[src/rtl/seg_capture.sv]
`default_nettype none
// ============================================================================
// Module   : seg_capture
// Purpose  : Debounced 7-segment pattern capture with BCD decode into a 4-deep FIFO.
// Revision : 1.0
// ============================================================================
module seg_capture #(
  parameter int STABLE = 4
) (
  input  logic       CP,
  input  logic       MRN,
  input  logic [7:0] Seg,
  input  logic       Ack,
  input  logic       Clr,
  output logic [3:0] Qn,
  output logic       Valid,
  output logic       Blank,
  output logic       Err,
  output logic       Ovf,
  output logic [3:0] ErrCnt
);

  localparam logic [3:0] c_hold_max  = 4'(STABLE);
  localparam logic [3:0] c_hold_fire = 4'(STABLE - 1);
  localparam logic [2:0] c_depth     = 3'd4;

  logic [6:0] r_s1;
  logic [6:0] r_s2;
  logic [6:0] r_s2_prev;
  logic [6:0] r_last_pat;
  logic [3:0] r_hold;
  logic [3:0] r_mem [4];
  logic [1:0] r_wr_ptr;
  logic [1:0] r_rd_ptr;
  logic [2:0] r_count;
  logic       r_blank;
  logic       r_err;
  logic       r_ovf;
  logic [3:0] r_err_cnt;

  logic       w_changed;
  logic       w_accept;
  logic       w_legal;
  logic [3:0] w_digit;
  logic       w_blank_pat;
  logic       w_illegal;
  logic       w_push;
  logic       w_pop;
  logic       w_drop;
  logic       w_write;
  logic       w_unused;

  // The decimal point plays no part in decoding.
  assign w_unused = Seg[7];

  assign w_changed   = (r_s2 != r_s2_prev);
  assign w_accept    = !w_changed && (r_hold == c_hold_fire) && (r_s2 != r_last_pat);
  assign w_blank_pat = (r_s2 == 7'h00);
  assign w_illegal   = w_accept && !w_legal && !w_blank_pat;
  assign w_push      = w_accept && w_legal;
  assign w_pop       = Ack && (r_count != 3'd0);
  assign w_drop      = w_push && (r_count == c_depth) && !w_pop;
  assign w_write     = w_push && !w_drop;

  always_comb begin
    w_legal = 1'b1;
    w_digit = 4'd0;
    case (r_s2)
      7'h3F:        w_digit = 4'd0;
      7'h06:        w_digit = 4'd1;
      7'h5B:        w_digit = 4'd2;
      7'h4F:        w_digit = 4'd3;
      7'h66:        w_digit = 4'd4;
      7'h6D:        w_digit = 4'd5;
      7'h7C, 7'h7D: w_digit = 4'd6;
      7'h07:        w_digit = 4'd7;
      7'h7F:        w_digit = 4'd8;
      7'h67, 7'h6F: w_digit = 4'd9;
      default:      w_legal = 1'b0;
    endcase
  end

  // Synchroniser, hold counter and accepted-pattern history.
  always_ff @(posedge CP or negedge MRN) begin
    if (!MRN) begin
      r_s1       <= 7'h00;
      r_s2       <= 7'h00;
      r_s2_prev  <= 7'h00;
      r_last_pat <= 7'h00;
      r_hold     <= 4'd0;
    end else begin
      r_s1      <= Seg[6:0];
      r_s2      <= r_s1;
      r_s2_prev <= r_s2;
      if (w_changed) begin
        r_hold <= 4'd1;
      end else if (r_hold != c_hold_max) begin
        r_hold <= r_hold + 4'd1;
      end
      if (w_accept) begin
        r_last_pat <= r_s2;
      end
    end
  end

  // Status flags; Clr overrides any set on the same edge.
  always_ff @(posedge CP or negedge MRN) begin
    if (!MRN) begin
      r_blank   <= 1'b1;
      r_err     <= 1'b0;
      r_ovf     <= 1'b0;
      r_err_cnt <= 4'd0;
    end else begin
      if (w_accept) begin
        r_blank <= w_blank_pat;
      end
      if (Clr) begin
        r_err     <= 1'b0;
        r_ovf     <= 1'b0;
        r_err_cnt <= 4'd0;
      end else begin
        if (w_illegal) begin
          r_err <= 1'b1;
          if (r_err_cnt != 4'hF) begin
            r_err_cnt <= r_err_cnt + 4'd1;
          end
        end
        if (w_drop) begin
          r_ovf <= 1'b1;
        end
      end
    end
  end

  // When full, a simultaneous push overwrites the slot being popped.
  always_ff @(posedge CP or negedge MRN) begin
    if (!MRN) begin
      for (int i = 0; i < 4; i++) begin
        r_mem[i] <= 4'd0;
      end
      r_wr_ptr <= 2'd0;
      r_rd_ptr <= 2'd0;
      r_count  <= 3'd0;
    end else begin
      if (w_write) begin
        r_mem[r_wr_ptr] <= w_digit;
        r_wr_ptr        <= r_wr_ptr + 2'd1;
      end
      if (w_pop) begin
        r_rd_ptr <= r_rd_ptr + 2'd1;
      end
      case ({w_write, w_pop})
        2'b10:   r_count <= r_count + 3'd1;
        2'b01:   r_count <= r_count - 3'd1;
        default: r_count <= r_count;
      endcase
    end
  end

  assign Qn     = r_mem[r_rd_ptr];
  assign Valid  = (r_count != 3'd0);
  assign Blank  = r_blank;
  assign Err    = r_err;
  assign Ovf    = r_ovf;
  assign ErrCnt = r_err_cnt;

endmodule
`default_nettype wire

[config.mk]
export PLATFORM = sky130hd
export DESIGN_NAME = seg_capture
export DESIGN_NICKNAME = d
export VERILOG_FILES = /design/src/rtl/seg_capture.sv
export SDC_FILE = /design/constraint.sdc
export NUM_CORES = 1
export LEC_CHECK = 0
export ABC_AREA = 0
export CORE_MARGIN = 2
export CORE_UTILIZATION = 40
export CTS_CLUSTER_SIZE = 8
export DETAILED_ROUTE_END_ITERATION = 16
export HOLD_SLACK_MARGIN = 0.1
export SLEW_MARGIN = 20
export SYNTH_ARGS = -nofsm -noshare
export SYNTH_HDL_FRONTEND = slang
export SYNTH_SLANG_ARGS = --single-unit
[constraint.sdc]
create_clock -name CP -period 3 [get_ports CP]
set_input_delay 0.6 -clock CP [delete_from_list [all_inputs] [get_ports CP]]
set_output_delay 0.6 -clock CP [all_outputs]
set_load 0.01 [all_outputs]
==> out/results.ini, run 1 <==
[floorplan]
die_h_um = 90.77
core_area_um2 = 7253
start_util = 0.4152
dieArea_um2 = 8239
rows = 31
io_pins = 24
die_w_um = 90.77

[critical_path]
worst_ep_required_time_ns = 3.26
cp-end-kind = register
critPathKind = reg -> reg
slowest_stage = dfrtp_1
path_max_fanout = 13
crit_arrival_ns = 2.92
cp_num_buf_inv = 0
startpoint_type = register
worstPathCellList = nor2_1 -> a32o_1 -> a221oi_2 -> nor3_2 -> nand2b_1 -> fa_1 -> and3_1 -> o31a_1 -> a21oi_1 -> xnor2_1
cp_top_family = compound AO/OA/AOI/OAI gates
max_stage_delay_ns = 0.62

[grt]
grt_first_pass_wirelength_um = 9308
grt_pass1_vias = 1930
track_usage = 0.1447
grt_max_degree = 25
grt_remaining_overflow = 0
antenna_found_initial = 0

[routing]
via_count = 1980
drtPass1Iterations = 4
via_per_inst = 5.051
wire_per_inst_um = 13.56
detail-route-antenna-nets = 0
drt-initial-drc-count = 84
drc = 0
routed_wl_um = 5317

[place]
post-place-ws_ns = 0.3766
io_buffers = 22
place.detailed.hpwl_um = 3768
gp_congestion = 0.7749

[sta]
fin_ws_ns = 0.3371
rsz0062_at_grt = false
fin_skew_ns = 0.009086
fmax_mhz = 375.5
tns_ns = 0
setup_viol = 0
hold_viol = 0
maxSlewViolCount = 0
period_needed_ns = 2.663
worstMarginPinSlew_ns = 0.4935
period_share = 0.8876
relSlewSlack = 0.6710

[clocking]
cts_tree = yes
htree_levels = 3
holdBufCountCts = 0
path_clk_slew_ns = 0.07
clockBufferDepth = 2
numCtsBuffers = 9
cts_resized = 0
cts_setup_buffers = 0
clock_latency_ns = 0.34
clock_sinks = 62
root_buffer = clkbuf_8

[yosys]
synth-async-reset-ratio = 1.000
syn_area_um2 = 3012
synth_flop_cell = dfrtp_1
synth_edf_count = 0
syn-num-nets = 273
yosysUniqueCellTypes = 48
synthesis.instances = 253
synth_area_per_cell_um2 = 11.90
seq_area_frac_synth = 0.5156
ys_seq_elements = 62
ys_warn_count = 0

[worst_hold_path]
hold_class = in -> async

[power_and_ir_drop]
leakage_nw = 1.585
powerDensity_nw_per_um2 = 596.3
peakVddDrop_uv = 271.2

[cells_and_area]
drive_gt1_frac = 0.2116
num_antenna_cells = 0
fillers = 658
regArea_um2 = 1553
multi_input_area_um2 = 1376
area_growth_pct = 20.44
fin_nets = 308

[status]
status = finished, final reports clean

[job]
drv_cap = 0

-- layout make-up --
class	instances	area share
clock inverters	6	0.03001
multi-input cells	174	0.3794
repair buffers	33	0.08210
flip-flops and latches	62	0.4281
well taps	99	0.03415
clock buffers	10	0.03794
inverters	8	0.008279
-- state kept, by name, summed over array words and instances, names as in the netlist, 3 cells and up --
register,cells
r_mem,16
r_count,3
r_s2_prev,7
r_hold,4
ErrCnt,4
r_last_pat,7
r_s1,7
r_s2,7
-- power by group --
group,total (mW),internal (mW),switching (mW)
combinational,0.302,0.162,0.139
sequential,0.973,0.885,0.0877
clock,0.889,0.573,0.316
total,2.16,1.62,0.543
-- per-stage QoR --
step | hold WS (ns) | area (µm²) | instances | total power [mW] | util
3_3_place_gp | 0.3331 | 3381 | 376 | 1.289 | 0.4661
2_1_floorplan | 0.3044 | 3012 | 253 | 1.192 | -
6_report | 0.1814 | 3627 | 392 | 2.163 | 0.5001
3_5_place_dp | 0.3347 | 3381 | 376 | 1.293 | 0.4661
4_1_cts | 0.1786 | 3627 | 392 | 2.199 | 0.5001
5_1_grt | 0.2086 | 3627 | 392 | 2.285 | 0.5001
-- logic make-up after synthesis --
group	Yosys count	share of synthesized area
fa+ha+maj	8	0.03573
simple gates	84	0.1658
xor+xnor	22	0.06398
compound gates	30	0.06564
mux	30	0.1259
buf+inv	17	0.02742
flops	62	0.5156
-- layout by cell type (no fill, tap or decap), drive strengths merged, types with 2 or more instances in the layout --
| cell type | instances |
|---|---|
| nand3b | 2 |
| clkbuf | 10 |
| and2 | 4 |
| mux2i | 3 |
| xor2 | 6 |
| clkdlybuf4s50 | 21 |
| nor2 | 15 |
| inv | 8 |
| xnor2 | 16 |
| a21oi | 10 |
| nand3 | 8 |
| nand4b | 4 |
| or3 | 3 |
| buf | 12 |
| nand4 | 4 |
| mux2 | 23 |
| dfrtp | 61 |
| nand2b | 7 |
| and3 | 4 |
| o21ai | 9 |
| bufinv | 3 |
| mux4 | 4 |
| nor4 | 3 |
| a21boi | 2 |
| clkinv | 3 |
| ha | 7 |
| nor3 | 7 |
| o32ai | 2 |
| nand2 | 15 |
-- layer usage --
layer / track usage / wire, µm
met1: 0.1931 / 2566
met2: 0.2183 / 2467
met3: 0.03923 / 182
met4: 0.07071 / 101
met5: 0 / 0
-- Yosys cell counts (2+ instances only) --
| cell type | count | share of area |
|---|---|---|
| nand3b_1 | 2 | 0.0050 |
| or3_1 | 3 | 0.0062 |
| o21ai_0 | 9 | 0.015 |
| nand4_1 | 4 | 0.0083 |
| dfrtp_1 | 61 | 0.51 |
| and2_1 | 4 | 0.0083 |
| mux2i_1 | 3 | 0.010 |
| buf_4 | 4 | 0.010 |
| mux2_2 | 23 | 0.086 |
| and3_1 | 4 | 0.0083 |
| ha_1 | 7 | 0.029 |
| inv_1 | 8 | 0.010 |
| xor2_1 | 6 | 0.017 |
| clkbuf_1 | 2 | 0.0025 |
| nor3_1 | 5 | 0.0083 |
| a21boi_0 | 2 | 0.0050 |
| nor2_1 | 15 | 0.019 |
| nand4b_1 | 4 | 0.012 |
| xnor2_1 | 16 | 0.047 |
| nand2_1 | 15 | 0.019 |
| a21oi_1 | 10 | 0.017 |
| nand2b_1 | 7 | 0.015 |
| mux4_2 | 4 | 0.030 |
| o32ai_1 | 2 | 0.0058 |
| buf_2 | 3 | 0.0050 |
| nand3_1 | 8 | 0.013 |
-- path summary, 6_finish.rpt --
check | cells after the start | slack, ns | end | from
hold reg to reg | 0 | 0.35 | r_s2[1] | r_s1[1]
setup reg to reg | 10 | 0.34 | r_count[2] | r_s2[4]
max in group asynchronous | 2 | 2.12 | Blank | MRN
min in group CP | 0 | 0.35 | r_s2[1] | r_s1[1]
hold / removal | 1 | 0.18 | r_hold[0] | MRN
setup / recovery | 10 | 0.34 | r_count[2] | r_s2[4]
(Power assumes the default switching activity.)
==> inputs of run 2 (changes only) <==
--- a/config.mk
+++ b/config.mk
@@ -10,8 +10,9 @@
 export CORE_UTILIZATION = 40
 export CTS_CLUSTER_SIZE = 8
 export DETAILED_ROUTE_END_ITERATION = 16
+export GPL_TIMING_DRIVEN = 0
 export HOLD_SLACK_MARGIN = 0.1
-export SLEW_MARGIN = 20
+export MAX_ROUTING_LAYER = met4
 export SYNTH_ARGS = -nofsm -noshare
 export SYNTH_HDL_FRONTEND = slang
 export SYNTH_SLANG_ARGS = --single-unit
==> run 2 against run 1 <==
Effect of this change: total power decreased by 2.4%; fmax fell by 3.1%; final cell count is 0.51% higher; register-to-register slack got worse by 0.08 ns; non-clock buffer count grew 2; flip-flop and latch count did not move; largest cell class unchanged; setup slack got worse by 0.084 ns.
==> out/results.ini, run 2 (synthesis results as in run 1) <==
[status]
status = finished, final reports clean

[clocking]
path_clk_slew_ns = 0.07  ; about the same
holdBufCountCts = 0  ; unchanged
numCtsBuffers = 9  ; unchanged
htree_levels = 3  ; unchanged
root_buffer = clkbuf_8
clockBufferDepth = 2  ; unchanged
clock_sinks = 62  ; unchanged
cts_tree = yes
clock_latency_ns = 0.34  ; about the same

[sta]
fmax_mhz = 364.1  ; -3.1%
relSlewSlack = 0.3646  ; -0.3064
hold_viol = 0  ; unchanged
period_needed_ns = 2.747  ; +0.08382 ns
maxSlewViolCount = 0  ; unchanged
rsz0062_at_grt = false
worstMarginPinSlew_ns = 0.9399  ; +0.4464 ns
setup_viol = 0  ; unchanged
period_share = 0.9156  ; +0.02794
fin_ws_ns = 0.2533  ; -0.08382 ns
fin_skew_ns = 0.004505  ; -0.004581 ns
hold-worst-slack_ns = 0.3262  ; +0.1448 ns

[critical_path]
cp-end-kind = register
critPathKind = reg -> reg
path_max_fanout = 10  ; -3
reg2reg_from = r_s2[2]
crit_arrival_ns = 2.99  ; +0.07 ns
startpoint_type = register
worst_ep_required_time_ns = 3.24  ; -0.02 ns
cp_num_buf_inv = 1  ; +1
max_stage_delay_ns = 0.44  ; -0.18 ns
cp_top_family = simple AND/OR/NAND/NOR gates
rr_endpoint = r_count[1]
ff2ff_path_depth = 10  ; unchanged
reg2reg_setup_slack_ns = 0.25  ; -0.08 ns
worstPathCellList = buf_4 -> xnor2_1 -> and4_1 -> nand4b_1 -> nor3_4 -> nand2b_1 -> fa_1 -> nand2_1 -> mux2i_1 -> nor4_1
slowest_stage = dfrtp_1

[floorplan]
io_pins = 24  ; unchanged
die_w_um = 90.77  ; unchanged
die_h_um = 90.77  ; unchanged
start_util = 0.4152  ; unchanged
rows = 31  ; unchanged
core_area_um2 = 7253  ; unchanged
dieArea_um2 = 8239  ; unchanged

[power_and_ir_drop]
powerDensity_nw_per_um2 = 580.9  ; -2.6%
total_power_mw = 2.110  ; -2.4%
peakVddDrop_uv = 257.4  ; -5.1%
leakage_nw = 1.573  ; -0.77%

[cells_and_area]
num_antenna_cells = 0  ; unchanged
fin_nets = 310  ; +0.65%
area_growth_pct = 20.61
drive_gt1_frac = 0.2102  ; -0.001435
regArea_um2 = 1553  ; unchanged
multi_input_area_um2 = 1403  ; +1.9%
final_common_cell = dfrtp_1
largest_reg_flops = 16  ; unchanged
regMostFlops = r_mem
fillers = 657  ; -0.15%
postLayoutCellArea_um2 = 3632  ; +0.14%
final_cell_mix = dfrtp_1 (61), mux2_2 (23), clkdlybuf4s50_1 (21)

[routing]
drc = 0  ; unchanged
wire_per_inst_um = 14.48  ; +6.8%
routed_wl_um = 5707  ; +7.3%
via_per_inst = 5.160  ; +2.2%
drtPass1Iterations = 4  ; unchanged
via_count = 2033  ; +2.7%
drt-initial-drc-count = 54  ; -36%
detail-route-antenna-nets = 0  ; unchanged

[place]
gp_congestion = 0.8682  ; +12%
io_buffers = 22  ; unchanged
dpl_cell_area_um2 = 3353  ; -0.81%
place.detailed.hpwl_um = 3696  ; -1.9%
post-place-ws_ns = -0.1155  ; -0.4921 ns

[grt]
grt_max_degree = 63  ; +150%
grt_remaining_overflow = 0  ; unchanged
antenna_found_initial = 0  ; unchanged
grt_pass1_vias = 1965  ; +1.8%
track_usage = 0.1568  ; +0.01212
grt_first_pass_wirelength_um = 9611  ; +3.3%

[worst_hold_path]
hold_class = in -> async

[job]
drv_cap = 0  ; unchanged

==> run 2: cell count changes in the layout (fill, tap and decap cells not counted), sizes merged <==
cell / change
bufinv: -1
clkbuf: +2
clkinv: -1
clkinvlp: +2
==> run 2: area by class of cell <==
type	count	area share
clock buffer	10	0.03789
sequential	62	0.4275
inverter	8	0.008267
clock inverter	6	0.02342
timing repair buffer	26	0.06821
tap	99	0.03410
multi-input combinational	174	0.3862
buffer	9	0.01447
==> run 2: stage by stage <==
step | setup TNS (ns) | std cells | util
floorplan | 0 | 253 | -
global placement | -43.41 | 374 | 0.4627
detailed placement | -0.2008 | 374 | 0.4623
CTS | 0 | 390 | 0.4966
global route | 0 | 394 | 0.5008
finish | 0 | 394 | 0.5008
==> run 2: worst max path at each step <==
stage / startpoint / to / slack, ns / cells past startpoint
6_report: r_s2[2] / r_count[1] / 0.25 / 10
5_1_grt: r_s2[2] / r_count[1] / 0.03 / 10
2_1_floorplan: r_s2[5] / r_count[2] / 0.25 / 11
3_5_place_dp: r_s2[4] / r_count[2] / -0.12 / 11
3_3_place_gp: MRN / r_mem[3] / -0.71 / 1
4_1_cts: r_s2[2] / r_count[1] / 0.03 / 10
==> run 2: where the power goes <==
| group | switching, mW | internal [mW] | leakage [nW] |
|---|---|---|---|
| clock network | 0.340 | 0.487 | 0.108 |
| registers | 0.0581 | 0.885 | 0.799 |
| logic | 0.177 | 0.163 | 0.665 |
| total | 0.575 | 1.53 | 1.57 |
==> run 2: what timing repair did <==
item                                    in CTS  in global routing
buffers inserted                             0                  4
resized for setup                            3                  0
pin swaps                                    0                  2
endpoints found under the setup margin       2                  2
==> run 2: metal layers <==
metal	GRT usage	wire length (µm)	part of all wire	vias to the layer above
met4	0.1010	108	0.019	0
met5	-	0	0	-
li1	-	-	-	973
met2	0.2170	2620	0.46	47
met1	0.2067	2751	0.48	1006
met3	0.03589	227	0.040	7
